### config.mk
export PLATFORM = sky130hd
export DESIGN_NAME = r_forward_arbiter
export DESIGN_NICKNAME = d
export VERILOG_FILES = /design/src/rtl/r_forward_arbiter.sv
export SDC_FILE = /design/constraint.sdc
export NUM_CORES = 1
export LEC_CHECK = 0
export ABC_AREA = 1
export BUFFER_PORTS_ARGS = -buffer_cell sky130_fd_sc_hd__buf_2
export CAP_MARGIN = 25
export CELL_PAD_IN_SITES_DETAIL_PLACEMENT = 0
export CELL_PAD_IN_SITES_GLOBAL_PLACEMENT = 1
export CORE_UTILIZATION = 12
export DETAILED_ROUTE_END_ITERATION = 7
export PLACE_DENSITY_LB_ADDON = 0.1
export SYNTH_ARGS = -nofsm -noshare
export SYNTH_HDL_FRONTEND = slang
export SYNTH_SLANG_ARGS = --single-unit
### constraint.sdc
create_clock -name ACLK -period 1.7 [get_ports ACLK]
set_input_delay 0.17 -clock ACLK [delete_from_list [all_inputs] [get_ports ACLK]]
set_output_delay 0.17 -clock ACLK [all_outputs]
set_load 0.005 [all_outputs]
### src/rtl/r_forward_arbiter.sv
// Two-input round-robin arbiter merging filtered forward channels onto one output.
// Optional macro R_FORWARD_ARBITER_SKID_EN inserts a 2-entry skid slice on the output.
module r_forward_arbiter #(
    parameter int PRIO_INIT = 0,
    parameter int DW        = 77
) (
    input  logic          ACLK,
    input  logic          ARESETn,
    input  logic [DW-1:0] DATA0i,
    input  logic          VALID0i,
    output logic          READY0i,
    input  logic [DW-1:0] DATA1i,
    input  logic          VALID1i,
    output logic          READY1i,
    output logic [DW-1:0] DATAo,
    output logic          VALIDo,
    input  logic          READYo
);

    typedef enum logic [1:0] {
        IDLE = 2'd0,
        GNT0 = 2'd1,
        GNT1 = 2'd2
    } state_t;

    state_t        state_p0;
    state_t        state_nxt;
    logic          ptr_p0;
    logic          ptr_nxt;

    logic          arb_vld;
    logic [DW-1:0] arb_data;
    logic          arb_rdy;

    always_comb begin
        state_nxt = state_p0;
        ptr_nxt   = ptr_p0;
        arb_vld   = 1'b0;
        arb_data  = DATA0i;
        READY0i   = 1'b0;
        READY1i   = 1'b0;
        case (state_p0)
            IDLE: begin
                if (VALID0i && VALID1i) begin
                    state_nxt = ptr_p0 ? GNT1 : GNT0;
                end else if (VALID0i) begin
                    state_nxt = GNT0;
                end else if (VALID1i) begin
                    state_nxt = GNT1;
                end
            end
            GNT0: begin
                arb_vld  = VALID0i;
                arb_data = DATA0i;
                READY0i  = arb_rdy;
                if (VALID0i && arb_rdy) begin
                    ptr_nxt = 1'b1;
                    if (VALID1i) begin
                        state_nxt = GNT1;
                    end else begin
                        state_nxt = GNT0;
                    end
                end else if (!VALID0i) begin
                    state_nxt = IDLE;
                end
            end
            GNT1: begin
                arb_vld  = VALID1i;
                arb_data = DATA1i;
                READY1i  = arb_rdy;
                if (VALID1i && arb_rdy) begin
                    ptr_nxt = 1'b0;
                    if (VALID0i) begin
                        state_nxt = GNT0;
                    end else begin
                        state_nxt = GNT1;
                    end
                end else if (!VALID1i) begin
                    state_nxt = IDLE;
                end
            end
            default: state_nxt = IDLE;
        endcase
    end

    // stage p0: grant state and round-robin pointer
    always_ff @(posedge ACLK) begin
        if (!ARESETn) begin
            state_p0 <= IDLE;
            ptr_p0   <= 1'(PRIO_INIT);
        end else begin
            state_p0 <= state_nxt;
            ptr_p0   <= ptr_nxt;
        end
    end

`ifdef R_FORWARD_ARBITER_SKID_EN
    logic          vld_p1;
    logic [DW-1:0] data_p1;
    logic          skid_vld_p1;
    logic [DW-1:0] skid_data_p1;

    // Arbiter only sees registered back-pressure, cutting READYo -> READYxi.
    assign arb_rdy = !skid_vld_p1;

    // stage p1: main register feeds the output, skid absorbs one word on stall
    always_ff @(posedge ACLK) begin
        if (!ARESETn) begin
            vld_p1      <= 1'b0;
            skid_vld_p1 <= 1'b0;
        end else if (!vld_p1 || READYo) begin
            if (skid_vld_p1) begin
                vld_p1      <= 1'b1;
                skid_vld_p1 <= 1'b0;
            end else begin
                vld_p1      <= arb_vld;
            end
        end else if (arb_vld && arb_rdy) begin
            skid_vld_p1 <= 1'b1;
        end
    end

    always_ff @(posedge ACLK) begin
        if (!vld_p1 || READYo) begin
            data_p1 <= skid_vld_p1 ? skid_data_p1 : arb_data;
        end
        if (vld_p1 && !READYo && arb_vld && arb_rdy) begin
            skid_data_p1 <= arb_data;
        end
    end

    assign DATAo  = data_p1;
    assign VALIDo = vld_p1;
`else
    assign arb_rdy = READYo;
    assign DATAo   = arb_data;
    assign VALIDo  = arb_vld;
`endif

endmodule

==> impl_metrics.py, run 1 <==
metrics = {
    "status": {
        "status": "finished, final reports clean",
    },
    "place": {
        "portBuffers": 238,
        "gp_congestion": 0.7414,
        "place_ws_ns": 0.2044,
        "postPlaceCellArea_um2": 2609,
        "dp.cells": 662,
        "hpwl_um": 5791,
    },
    "synth": {
        "yosysWarningCount": 0,
        "ys_seq_area_frac": 0.04757,
        "yosysUniqueCellTypes": 15,
        "synth_nets": 465,
        "synth_area_leaders": "nand2_1 (76%), ha_1 (5.0%), dfxtp_1 (4.8%), buf_2 (4.4%), inv_1 (3.0%)",
        "netlist_area_um2": 1262,
        "yosysTopAreaCell": "nand2_1",
        "synth_seq_cells": 3,
        "synth_top_area_frac": 0.7552,
        "synth_area_per_cell_um2": 4.194,
        "netlist_instances": 301,
    },
    "critical_path": {
        "crit_top_cell": "nand2_1",
        "critPathBufInv": 4,
        "arrival_ns": 1.42,
        "crit_path_cell_trace": "inv_2, ha_4, inv_4, buf_12, nand2_1, nand2_1, buf_2",
        "crit_path_end_kind": "primary output",
        "critPathSlowestCell": "dfxtp_2",
        "cp.required_ns": 1.53,
        "startpoint_type": "register",
        "max_stage_delay_ns": 0.34,
        "cpLargestDelayFamily": "buffers and inverters",
        "critical_path_class": "reg -> out",
        "path_max_fanout": 24,
    },
    "cells_and_area": {
        "stdcell_area_um2": 2746,
        "layout-drive-gt1-share": 0.4747,
        "finalNetCount": 698,
        "syn_to_final_growth_pct": 117.5,
        "final_cells": 669,
        "insertedDiodeCount": 0,
    },
    "detailed_routing": {
        "routedWlPerCell_um": 11.57,
        "dr.pass1.iters": 6,
        "drt-total-wl_um": 7738,
        "vias": 2542,
        "post_drt_via_cell_ratio": 3.800,
        "drc_errors": 0,
        "drt-initial-drc-count": 111,
        "final_antenna_net_count": 0,
    },
    "power_and_ir_drop": {
        "power_density_nw_per_um2": 587.8,
        "p_leak_nw": 1.894,
        "ir_worst_vdd_mv": 0.3985,
    },
    "grt": {
        "grt_pass1_wl_um": 11490,
        "grt_pass1_vias": 2408,
        "grt_start_max_net_pins": 48,
        "antenna_found_initial": 0,
        "grt.total_usage": 0.1291,
        "grt.overflow.total": 0,
    },
    "run": {
        "max-cap-violations": 0,
    },
    "timing": {
        "tightest_slew_ns": 0.1656,
        "maxSlewHeadroom": 0.8896,
        "setup_slack_ns": 0.1087,
        "finalHoldViolations": 0,
        "fin_crit_ns": 1.591,
        "setup-tns-final_ns": 0,
        "slew_viol_final": 0,
        "max_freq_mhz": 628.4,
        "timing.final.crit_share": 0.9361,
        "rsz0062_at_grt": "false",
        "setup_viol": 0,
        "hold_slack_ns": 0.2290,
        "finalClockSkew_ns": 0.0008347,
    },
    "die": {
        "pin_count": 239,
        "die_w_um": 104.6,
        "rows": 37,
        "die_area_um2": 10930,
        "initial_utilization": 0.1228,
        "coreArea_um2": 10280,
        "die_h_um": 104.6,
    },
    "hold_path": {
        "hold_class": "in -> reg",
    },
    "clocking": {
        "cts_hold_buffers": 0,
        "cts_buffers": 3,
        "clockRootBuffer": "clkbuf_8",
        "cts_max_path_buffers": 2,
        "cts_tree": "done",
        "cts_sinks": 3,
        "htreeDepth": 1,
        "clk_latency_ns": 0.21,
        "clk_pin_slew_ns": 0.03,
    },
}
[cells by family after synthesis]
family | share of synthesized area
buffers and inverters | 0.1001
and+or+nand+nor | 0.7770
DFF | 0.04757
adders and majority gates | 0.04955
AOI/OAI and AO/OA | 0.02577
[metrics by stage]
step | util | power [W]
6_report | 0.2672 | 0.001614
5_1_grt | 0.2672 | 0.001814
4_1_cts | 0.2624 | 0.001596
3_5_place_dp | 0.2538 | 0.001329
3_3_place_gp | 0.2538 | 0.001336
2_1_floorplan | - | 0.0006939
[tightest hold or removal path: stages]
cell     delay (ns)
buf_2          0.07
inv_1          0.06
a21oi_1        0.10
[cell usage after synthesis]
library cell / n
o21ai_0: 2
nor2_1: 1
nand3_1: 2
clkbuf_1: 4
a21boi_0: 1
a21oi_1: 3
buf_2: 11
or2_0: 1
inv_2: 1
dfxtp_1: 3
inv_1: 10
ha_1: 5
nand2_1: 254
buf_4: 2
nand3b_1: 1
[layout make-up]
cell class / count / area [µm²]
Inverter: 11 / 43.79
Fill cell: 1234 / 7531
Multi-Input combinational cell: 270 / 1089
Clock buffer: 4 / 45.04
Tap cell: 136 / 170.2
Sequential cell: 3 / 62.56
Timing Repair Buffer: 245 / 1336
[cells in the final DEF (no fill, tap or decap), types with 2 or more instances in the layout]
cell type / count
buf_12: 3
clkbuf_8: 3
buf_2: 238
dfxtp_2: 2
nand3_1: 2
a21oi_1: 3
nand2_1: 254
ha_1: 4
inv_1: 9
clkbuf_16: 2
o21ai_0: 2
[registers in the layout, summed over array words and instances (netlist names)]
register	count
ptr_p0	1
state_p0	2
[worst paths after layout]
path               startpoint          end  slack (ns)  cells after the start
setup / recovery  state_p0[0]    DATAo[31]        0.11                      7
hold reg to reg        ptr_p0       ptr_p0        0.47                      2
setup reg to reg  state_p0[0]  state_p0[1]        0.27                      9
hold / removal        ARESETn  state_p0[1]        0.23                      3
[repair_timing]
action	4_1_cts	5_1_grt
gates cloned	1	2
endpoints found under the setup margin	4	66
gates resized for setup	2	4
setup buffers	0	0
[power by group]
part           total (W)  internal [W]  leakage (nW)  switching, W
Clock           0.000206      0.000160        0.0228     0.0000464
Combinational    0.00131      0.000627          1.85      0.000679
Sequential      0.000103     0.0000874        0.0254     0.0000152
[metal layers]
metal  up-vias  GRT usage  share of wire
li1       1351          -              -
met1      1056     0.1310           0.38
met2       126     0.2734           0.54
met3         9    0.02121          0.074
met4         0    0.01811         0.0090
met5         -          0              0
Note: power is estimated with default switching activity, not from simulation.
==> run 2: changes to the inputs <==
--- a/config.mk
+++ b/config.mk
@@ -10,6 +10,7 @@
 export CAP_MARGIN = 25
 export CELL_PAD_IN_SITES_DETAIL_PLACEMENT = 0
 export CELL_PAD_IN_SITES_GLOBAL_PLACEMENT = 1
+export CORE_ASPECT_RATIO = 0.9
 export CORE_UTILIZATION = 12
 export DETAILED_ROUTE_END_ITERATION = 7
 export PLACE_DENSITY_LB_ADDON = 0.1
==> constraint.sdc (replaced) <==
create_clock -name ACLK -period 1.63 [get_ports ACLK]
set_input_delay 0.163 -clock ACLK [delete_from_list [all_inputs] [get_ports ACLK]]
set_output_delay 0.163 -clock ACLK [all_outputs]
set_load 0.005 [all_outputs]
==> impl_metrics.py, run 2 (synthesis results as in run 1) <==
metrics = {
    "status": {
        "status": "finished, final reports clean",
    },
    "critical_path": {
        "arrival_ns": 1.40,
        "r2r-start": "state_p0[1]",
        "rr_endpoint": "state_p0[0]",
        "r2r_slack_ns": 0.18,
        "path_max_fanout": 5,
        "crit_path_end_kind": "primary output",
        "cp.required_ns": 1.47,
        "ff2ff_path_depth": 9,
        "critical_path_class": "reg -> out",
        "startpoint_type": "register",
    },
    "cells_and_area": {
        "most-common-layout-cells": "nand2_1 (254), buf_2 (238), inv_1 (9)",
        "largest_reg_flops": 2,
        "finalNetCount": 698,
        "layout-drive-gt1-share": 0.4728,
        "fin_util": 0.2690,
        "top_register": "state_p0",
        "multi_input_area_um2": 1089,
        "reg.largest.list": "state_p0 (2), ptr_p0 (1)",
        "fillers": 1207,
        "regArea_um2": 61.31,
        "final_cells": 662,
        "layout.cells.most_common": "nand2_1",
        "insertedDiodeCount": 0,
        "syn_to_final_growth_pct": 118.3,
    },
    "clocking": {
        "cts_sinks": 3,
        "htreeDepth": 1,
        "cts_max_path_buffers": 2,
        "clk_pin_slew_ns": 0.03,
        "cts_setup_buffers": 0,
        "cts_hold_buffers": 0,
        "clockRootBuffer": "clkbuf_16",
        "cts_buffers": 3,
        "clk_latency_ns": 0.22,
        "cts_tree": "done",
    },
    "place": {
        "gp_congestion": 0.7480,
        "dp.cells": 656,
        "portBuffers": 238,
        "hpwl_um": 5603,
    },
    "power_and_ir_drop": {
        "power_density_nw_per_um2": 665.4,
        "ir_worst_vdd_mv": 0.7581,
        "p_leak_nw": 1.903,
    },
    "timing": {
        "maxSlewHeadroom": 0.8589,
        "finalClockSkew_ns": 0.001602,
        "setup-tns-final_ns": 0,
        "rsz0062_at_grt": "true",
        "timing.final.crit_share": 0.9596,
        "slew_viol_final": 0,
        "finalHoldViolations": 0,
        "tightest_slew_ns": 0.2113,
        "max_freq_mhz": 639.3,
        "setup_viol": 0,
        "fin_crit_ns": 1.564,
    },
    "grt": {
        "grt.total_usage": 0.1116,
        "grt.overflow.total": 0,
        "antenna_found_initial": 0,
        "grt_pass1_wl_um": 9632,
        "grt_start_max_net_pins": 43,
        "grt_pass1_vias": 2093,
    },
    "die": {
        "die_h_um": 99.31,
        "initial_utilization": 0.1232,
        "pin_count": 239,
        "rows": 35,
        "die_area_um2": 10940,
        "die_w_um": 110.1,
        "coreArea_um2": 10250,
    },
    "run": {
        "max-cap-violations": 0,
    },
    "detailed_routing": {
        "routedWlPerCell_um": 10.88,
        "drt-total-wl_um": 7203,
        "vias": 2503,
        "dr.pass1.iters": 6,
        "drt-initial-drc-count": 52,
        "final_antenna_net_count": 0,
        "drc_errors": 0,
        "post_drt_via_cell_ratio": 3.781,
    },
    "hold_path": {
        "holdPathStages": 3,
        "hold_class": "in -> reg",
        "min_to": "state_p0[0]",
        "hp-start": "ARESETn",
    },
}
run 2: final cells by class:
| class | count | area share |
|---|---|---|
| multi-input cells | 270 | 0.3949 |
| repair buffers | 245 | 0.4798 |
| clock buffers | 4 | 0.02860 |
| well taps | 129 | 0.05856 |
| flip-flops and latches | 3 | 0.02224 |
| inverters | 11 | 0.01589 |
run 2: what timing repair did:
action | in CTS | in global routing
resized for setup | 5 | 1
endpoints found under the setup margin | 77 | 25
cloned | 1 | 1
run 2: metal layers:
layer	routed length, µm	GRT usage	up-vias	share of wire
met5	0	0	-	0
met1	2638	0.1112	1013	0.37
met4	46	0.01619	0	0.0064
met3	797	0.02490	6	0.11
li1	-	-	1354	-
met2	3721	0.2322	130	0.52
run 2: worst max path at each step:
| stage | start | to | slack [ns] |
|---|---|---|---|
| floorplan | state_p0[0] | DATAo[40] | 0.21 |
| global placement | state_p0[0] | DATAo[51] | 0.18 |
| detailed placement | state_p0[0] | DATAo[51] | 0.17 |
| CTS | state_p0[0] | DATAo[1] | 0.02 |
| global route | state_p0[0] | DATAo[50] | -0.04 |
| finish | state_p0[1] | VALIDo | 0.07 |
run 2: power by group:
| group | internal, W | leakage [nW] | switching (W) | total, W |
|---|---|---|---|---|
| Combinational | 0.000642 | 1.84 | 0.000698 | 0.00134 |
| Sequential | 0.0000901 | 0.0251 | 0.0000152 | 0.000105 |
| Clock | 0.000323 | 0.0382 | 0.0000660 | 0.000389 |
| Total | 0.00105 | 1.90 | 0.000780 | 0.00183 |
run 2: critical path, stage by stage (launching register included):
cell and delay [ns]:
dfxtp_1 0.42, inv_1 0.09, ha_1 0.34, a21boi_0 0.19, buf_2 0.14
run 2: metrics by stage:
step | cell area, µm² | power (W) | setup WS, ns | hold WS (ns)
after floorplan | 1262 | 0.0007237 | 0.2144 | 0.3143
after global placement | 2608 | 0.001404 | 0.1771 | 0.4510
after detailed placement | 2608 | 0.001390 | 0.1650 | 0.4492
after CTS | 2736 | 0.001854 | 0.01737 | 0.2206
after global routing | 2756 | 0.002039 | -0.03803 | 0.2638
final | 2756 | 0.001834 | 0.06578 | 0.2113
==> run 3: changes to the inputs <==
==> config.mk (replaced) <==
export PLATFORM = sky130hd
export DESIGN_NAME = r_forward_arbiter
export DESIGN_NICKNAME = d
export VERILOG_FILES = /design/src/rtl/r_forward_arbiter.sv
export SDC_FILE = /design/constraint.sdc
export NUM_CORES = 1
export LEC_CHECK = 0
export ABC_AREA = 1
export BUFFER_PORTS_ARGS = -buffer_cell sky130_fd_sc_hd__buf_2
export CAP_MARGIN = 25
export CORE_AREA = 2 2 92 94
export DETAILED_ROUTE_END_ITERATION = 7
export DIE_AREA = 0 0 94 96
export SYNTH_ARGS = -nofsm -noshare
export SYNTH_HDL_FRONTEND = slang
export SYNTH_SLANG_ARGS = --single-unit
==> impl_metrics.py, run 3 (synthesis results as in run 1) <==
metrics = {
    "status": {
        "status": "finished, final reports clean",
    },
    "cells_and_area": {
        "fin_util": 0.3364,
        "reg.largest.list": "state_p0 (2), ptr_p0 (1)",
        "layout-drive-gt1-share": 0.4728,
        "largest_reg_flops": 2,
        "fillers": 926,
        "stdcell_area_um2": 2709,
        "final_cells": 638,
        "finalNetCount": 698,
        "most-common-layout-cells": "nand2_1 (254), buf_2 (238), inv_1 (9)",
        "layout.cells.most_common": "nand2_1",
        "top_register": "state_p0",
        "syn_to_final_growth_pct": 114.6,
        "insertedDiodeCount": 0,
    },
    "run": {
        "max-cap-violations": 0,
    },
    "clocking": {
        "cts_buffers": 3,
        "clockRootBuffer": "clkbuf_8",
        "cts_setup_buffers": 0,
        "htreeDepth": 1,
        "cts_max_path_buffers": 2,
        "cts_sinks": 3,
        "cts_tree": "done",
        "clk_pin_slew_ns": 0.03,
        "clk_latency_ns": 0.22,
    },
    "grt": {
        "grt_pass1_vias": 2096,
        "grt.overflow.total": 0,
        "grt_pass1_wl_um": 9991,
        "grt.total_usage": 0.1382,
        "antenna_found_initial": 0,
        "grt_start_max_net_pins": 49,
    },
    "timing": {
        "max_freq_mhz": 646.1,
        "slew_viol_final": 0,
        "timing.final.crit_share": 0.9495,
        "finalClockSkew_ns": 0.002921,
        "tightest_slew_ns": 0.1853,
        "maxSlewHeadroom": 0.8765,
        "setup_viol": 0,
        "finalHoldViolations": 0,
        "rsz0062_at_grt": "true",
        "fin_crit_ns": 1.548,
        "setup_slack_ns": 0.08231,
    },
    "detailed_routing": {
        "drt-total-wl_um": 7547,
        "routedWlPerCell_um": 11.83,
        "drt-initial-drc-count": 69,
        "final_antenna_net_count": 0,
        "dr.pass1.iters": 4,
        "post_drt_via_cell_ratio": 3.984,
        "vias": 2542,
        "drc_errors": 0,
    },
    "critical_path": {
        "startpoint_type": "register",
        "critical_path_class": "reg -> out",
        "path_max_fanout": 30,
        "arrival_ns": 1.38,
        "crit_path_end_kind": "primary output",
        "cp.required_ns": 1.47,
    },
    "die": {
        "pin_count": 239,
        "die_h_um": 96,
        "die_area_um2": 9024,
        "rows": 33,
        "die_w_um": 94,
        "initial_utilization": 0.1568,
        "coreArea_um2": 8051,
    },
    "power_and_ir_drop": {
        "p_leak_nw": 1.894,
        "ir_worst_vdd_mv": 0.2984,
        "power_density_nw_per_um2": 632.7,
    },
    "hold_path": {
        "hold_class": "in -> reg",
    },
    "place": {
        "place_ws_ns": 0.1763,
        "dp.cells": 631,
        "gp_congestion": 0.7798,
        "hpwl_um": 5803,
        "postPlaceCellArea_um2": 2570,
        "portBuffers": 238,
    },
}
run 3: where the power goes:
part	switching (W)	total, W	internal (W)
sequential	0.0000137	0.000104	0.0000901
clock	0.0000505	0.000217	0.000167
combinational	0.000738	0.00139	0.000655
run 3: repair_timing:
item                       in CTS  in global routing
hold buffers                    0                  0
gates cloned                    1                  2
setup endpoints to repair      15                 60
resized for setup               2                  4
run 3: worst max-delay path, cell delays in order, from the launching register on:
cell and delay (ns):
dfxtp_1 0.34, inv_2 0.07, ha_4 0.20, inv_6 0.10, buf_12 0.17, nand2_1 0.07, nand2_1 0.08, buf_2 0.12
run 3: per-layer routing:
metal	global-route usage	vias to the layer above	share of wire
li1	-	1350	-
met1	0.1785	1059	0.43
met2	0.2494	131	0.48
met3	0.01879	2	0.084
met4	0.02053	0	0.0025
met5	0	-	0
run 3: area by class of cell:
class | instances | area (µm²) | share of cell area
timing repair buffer | 245 | 1336 | 0.4933
multi-input combinational | 270 | 1089 | 0.4018
inverter | 11 | 46.29 | 0.01709
clock buffer | 4 | 45.04 | 0.01663
tap | 105 | 131.4 | 0.04850
sequential | 3 | 61.31 | 0.02263
run 3: through the flow:
step	total power [W]	TNS [ns]	hold WS (ns)
2_1_floorplan	0.0007237	0	0.3143
3_3_place_gp	0.001386	0	0.4332
3_5_place_dp	0.001395	0	0.4468
4_1_cts	0.001681	0	0.2217
5_1_grt	0.001899	-0.02592	0.2407
6_report	0.001714	0	0.2233
run 3: worst paths after layout:
check / startpoint / endpoint / slack (ns) / cells after the start
hold reg to reg: ptr_p0 / ptr_p0 / 0.46 / 2
hold / removal: ARESETn / ptr_p0 / 0.22 / 3
setup reg to reg: state_p0[0] / state_p0[1] / 0.23 / 9
setup / recovery: state_p0[0] / DATAo[55] / 0.08 / 7
